### config.mk
export PLATFORM = sky130hd
export DESIGN_NAME = trace_table
export DESIGN_NICKNAME = d
export VERILOG_FILES = /design/src/rtl/trace_chk_pkg.sv /design/src/rtl/trace_table.sv
export SDC_FILE = /design/constraint.sdc
export NUM_CORES = 2
export LEC_CHECK = 0
export ABC_AREA = 1
export CAP_MARGIN = 20
export CORE_MARGIN = 1
export CORE_UTILIZATION = 25
export CTS_CLUSTER_SIZE = 40
export DETAILED_ROUTE_END_ITERATION = 6
export PLACE_DENSITY = 0.51
export SYNTH_ARGS = -nofsm -noshare
export SYNTH_HDL_FRONTEND = slang
export SYNTH_SLANG_ARGS = --single-unit
### constraint.sdc
create_clock -name clock -period 4.5 [get_ports clock]
set_clock_uncertainty 0.15 [all_clocks]
set_input_delay 0.675 -clock clock [delete_from_list [all_inputs] [get_ports clock]]
set_output_delay 0.675 -clock clock [all_outputs]
set_load 0.005 [all_outputs]
### src/rtl/trace_chk_pkg.sv
// Shared types and helpers for the commit-trace self-check monitor.
package trace_chk_pkg;

  typedef enum logic [1:0] {IDLE, RUN, DONE} state_e;
  typedef enum logic [1:0] {F_PC, F_INST, F_RESULT, F_RDATA} field_e;

  localparam logic [6:0] OPC_LOAD   = 7'b0000011;
  localparam int         NUM_FIELDS = 4;

  // Saturating increment; callers zero-extend narrower counters and pass their own ceiling.
  function automatic logic [31:0] sat_inc(input logic [31:0] v, input logic [31:0] max);
    return (v >= max) ? max : v + 32'd1;
  endfunction

  // Lowest-numbered failing field out of a per-field mismatch vector.
  function automatic field_e first_field(input logic [NUM_FIELDS-1:0] mis);
    if (mis[0])      return F_PC;
    else if (mis[1]) return F_INST;
    else if (mis[2]) return F_RESULT;
    else             return F_RDATA;
  endfunction

endpackage

### src/rtl/trace_table.sv
// Expected-trace storage: DEPTH entries of {PC, INST, RESULT, RDATA}.
// Single field write port, whole-entry asynchronous read. Not reset, so a
// loaded trace survives a reset of the checker.
module trace_table
  import trace_chk_pkg::*;
#(
  parameter int XLEN  = 32,
  parameter int DEPTH = 32,
  parameter int IDX_W = $clog2(DEPTH)
) (
  input  logic                                 clock,
  input  logic                                 wen,
  input  logic [IDX_W-1:0]                     wr_idx,
  input  logic [1:0]                           wr_field,
  input  logic [XLEN-1:0]                      wr_data,
  input  logic [IDX_W-1:0]                     rd_idx,
  output logic [NUM_FIELDS-1:0][XLEN-1:0]      rd_entry
);

  logic [NUM_FIELDS-1:0][XLEN-1:0] mem [DEPTH];

  // Field-granular write; the other three fields of the entry are untouched.
  always_ff @(posedge clock) begin
    if (wen) mem[wr_idx][wr_field] <= wr_data;
  end

  assign rd_entry = mem[rd_idx];

endmodule

Word-level counts from Yosys, hierarchy flattened. Memory sizes are Yosys's and may differ from the RTL's. Cells that the tools add are included.

Register bits: 0. RAM bits: 4096. Input port bits: 46. Memories: 1.

Memories: mem (depth 32, width 128, read ports 1, clocked after Yosys merged registers in 0, write ports 1, RTL line trace_table.sv:20) `logic [NUM_FIELDS-1:0][XLEN-1:0] mem [DEPTH];`.

Reductions and logical operators: 1. Magnitude comparators: 2. Muxes and demuxes: 4.

Operators by type and width (number): 128-bit 2-to-1 mux (1); 32-bit demux with 2-bit select (1); 32-bit 2-to-1 mux (1); 2-bit by 3-bit < comparator with 1-bit output (second input constant) (1); 2-bit by 1-bit greater-or-equal comparator with 1-bit output (second input constant) (1); 1-bit logical AND (1); 1-bit 2-to-1 mux (1).

Longest topological paths before layout.
Word-level depth: 5. Gate-level depth with buffers: 11. Depth with buffers taken out: 7.

Worst setup path after synthesis. Ideal clock, no wire load.

Path kind: input port to flip-flop. Start: input wr_idx[4]. End: memory mem[28][0] (netlist name) (enable). Data required time: 3.929 ns. Stages: 4. Arrival time: 2.575 ns. Library setup time: 0.421 ns. Path slack: 1.354 ns. Cell sequence: inv_1 nor3_1 nand2_1 nor2_1.

RTL lines: start: declaration (RTL line trace_table.sv:13) `input logic [IDX_W-1:0] wr_idx,`; end: declaration (RTL line trace_table.sv:20).

No word-level cell before the write port.

==> flow_metrics.env <==
export IMPL_outcome="completed"
export IMPL_syn_avg_cell_area_um2=12.4
export IMPL_ctsResizeCount=0
export IMPL_drcViolationCount=0
export IMPL_area_growth_syn_to_layout_pct=17.3
export IMPL_yosysTopAreaCellShare_pct=75.1
export IMPL_required_ns=3.67
export IMPL_finalSetupTns_ns=0
export IMPL_layout_nets=13459
export IMPL_critPathSlowestCell="clkdlybuf4s50_1"
export IMPL_finalPower_mw=80.3
export IMPL_cp_start_kind="primary input"
export IMPL_min_to="mem[19][110]$_DFFE_PP_"
export IMPL_syn_inst=13241
export IMPL_crit_path_max_incr_delay_ns=0.57
export IMPL_layout_cells_non_filler=22390
export IMPL_numPlacedInstances=21655
export IMPL_antenna_found_initial=39
export IMPL_port_buffers=173
export IMPL_dp_hpwl_um=276000
export IMPL_setup_viol=0
export IMPL_root_buffer="clkbuf_16"
export IMPL_die_h_um=811
export IMPL_cap_viol_max_count=0
export IMPL_path_max_fanout=52
export IMPL_core_um2=651000
export IMPL_yosysMostFrequentCell="nand2_1"
export IMPL_drv_slew=0
export IMPL_crit_chain="buf_16 > inv_16 > buf_12 > buf_4 > nand2_1 > nand3_1 > nand3_1 > nand3_1 > nand3_1 > nand2_1 > clkdlybuf4s50_1"
export IMPL_critPathCaptureType="primary output"
export IMPL_synth_edf_count=4096
export IMPL_grt_pass1_wl_um=747000
export IMPL_leakage_nw=64.7
export IMPL_vdd_drop_max_mv=0.333
export IMPL_worst_pin_slew_ns=1.26
export IMPL_min_period_over_period_pct=92.9
export IMPL_crit_family="buffers and inverters"
export IMPL_hold_viol=0
export IMPL_reg_largest_list="mem: 4096 flops"
export IMPL_die_w_um=811
export IMPL_pin_count=174
export IMPL_fmax_mhz=239
export IMPL_synth_common_cells="nand2_1 (4257), edfxtp_1 (4096), nand3_1 (3844)"
export IMPL_async_flop_share_pct=0
export IMPL_globalplace_congestion=0.760
export IMPL_rsz0062_at_grt="no"
export IMPL_yosysSeqAreaShare_pct=75.1
export IMPL_postCtsHoldBufs=2
export IMPL_vias_per_cell=4.70
export IMPL_hp_class="primary input to register"
export IMPL_track_usage_pct=15.4
export IMPL_initial_core_util_pct=25.1
export IMPL_syn_nets=13287
export IMPL_grt_ovfl_total=0
export IMPL_num_rows=296
export IMPL_clkTransAtPathRegs_ns=0.06
export IMPL_cp_arrival_ns=3.35
export IMPL_min_from="wr_data[14]"
export IMPL_powerDensity_nw_per_um2=418
export IMPL_critical_path_class="primary input to primary output"
export IMPL_dieArea_um2=658000
export IMPL_yosys_most_used_dff="edfxtp_1"
export IMPL_cts_num_sinks=4096
export IMPL_wl_per_cell_um=23.4
export IMPL_drt_initial_drc_count=10042
export IMPL_holdWs_ns=0.0762
export IMPL_post_cts_buffers=0
export IMPL_ys_top_cells_by_area="edfxtp_1 (75%), nand3_1 (12%), nand2_1 (9.8%)"
export IMPL_grt_start_max_net_pins=157
export IMPL_ant_nets=0
export IMPL_firstDrtPassIters=6
export IMPL_crit_buf_inv=5
export IMPL_syn_area_um2=164000
export IMPL_synth_seq_cells=4096
export IMPL_cpMostUsedCell="nand3_1"
export IMPL_drt_wl_total_um=525000
export IMPL_yosysTopAreaCell="edfxtp_1"
export IMPL_grt_pass1_vias=100295
export IMPL_clockBufferDepth=4
export IMPL_synth_cell_types=14
export IMPL_yosys_warnings=0
export IMPL_max_slew_margin_pct=16.3
export IMPL_drive_above_1_share_pct=8.75
export IMPL_top_register="mem"
export IMPL_hold_depth=1
export IMPL_cts_max_level=5
export IMPL_numCtsBuffers=396
export IMPL_post_route_min_period_ns=4.18
export IMPL_largest_reg_flops=4096
export IMPL_vias=105122
export IMPL_cts_tree="built"
[cells by family (layout without fill, tap and decap cells)]
group	count (synthesis)	after routing	share of synthesized area, %
DFF	4096	4096	75.1
other	0	19	0
and+or+nand+nor	8240	8240	21.8
buffers and inverters	905	1393	3.03
[stage by stage]
step                setup WS (ns)  area, µm²  util, %
finish                      0.321     192000     29.5
global route                0.160     192000     29.5
CTS                         0.353     192000     29.5
detailed placement          0.360     179000     27.6
global placement            0.352     179000     27.6
floorplan                    1.35     164000        -
[worst max path at each step]
| stage | startpoint | to | slack [ns] | depth (start not counted) |
|---|---|---|---|---|
| after detailed placement | rd_idx[0] | rd_entry[87] | 0.36 | 12 |
| final | rd_idx[0] | rd_entry[81] | 0.32 | 11 |
| after floorplan | wr_idx[4] | mem[28][0]$_DFFE_PP_ | 1.35 | 4 |
| after global placement | rd_idx[0] | rd_entry[64] | 0.35 | 10 |
| after global routing | rd_idx[0] | rd_entry[64] | 0.16 | 10 |
| after CTS | rd_idx[0] | rd_entry[64] | 0.35 | 10 |
[layout make-up]
class	count	area [µm²]
timing repair buffer	666	8810
inverter	13	104
clock inverter	227	2140
tap	8642	10800
sequential	4096	123000
antenna	19	47.5
clock buffer	487	10400
multi-input combinational	8240	36800
fill	65674	459000
[layout by cell type, fill, tap and decap left out, drive strengths merged]
cell,netlist,layout
nor3,8,8
nand2,4257,4257
bufinv,0,34
diode,0,19
nand3,3844,3844
inv,13,29
clkinv,0,169
buf,749,534
nor2,131,131
clkbuf,143,487
dlygate4sd3,0,2
clkdlybuf4s50,0,130
clkinvlp,0,8
edfxtp,4096,4096
[layer usage]
metal	vias to the layer above	part of all wire [%]	global-route usage, %	wire length, µm
li1	47708	-	-	-
met2	3374	48	26.0	253000
met1	53349	42	20.4	222000
met3	675	6.8	2.49	35700
met5	-	0.019	0	98
met4	16	2.7	3.99	14000
[power by group]
group | leakage, nW | internal [mW] | switching, mW
Clock | 6.09 | 18.3 | 14.5
Sequential | 36.8 | 42.1 | 0.0303
Combinational | 21.8 | 1.49 | 3.78
Note: power is estimated with default switching activity, not from simulation.
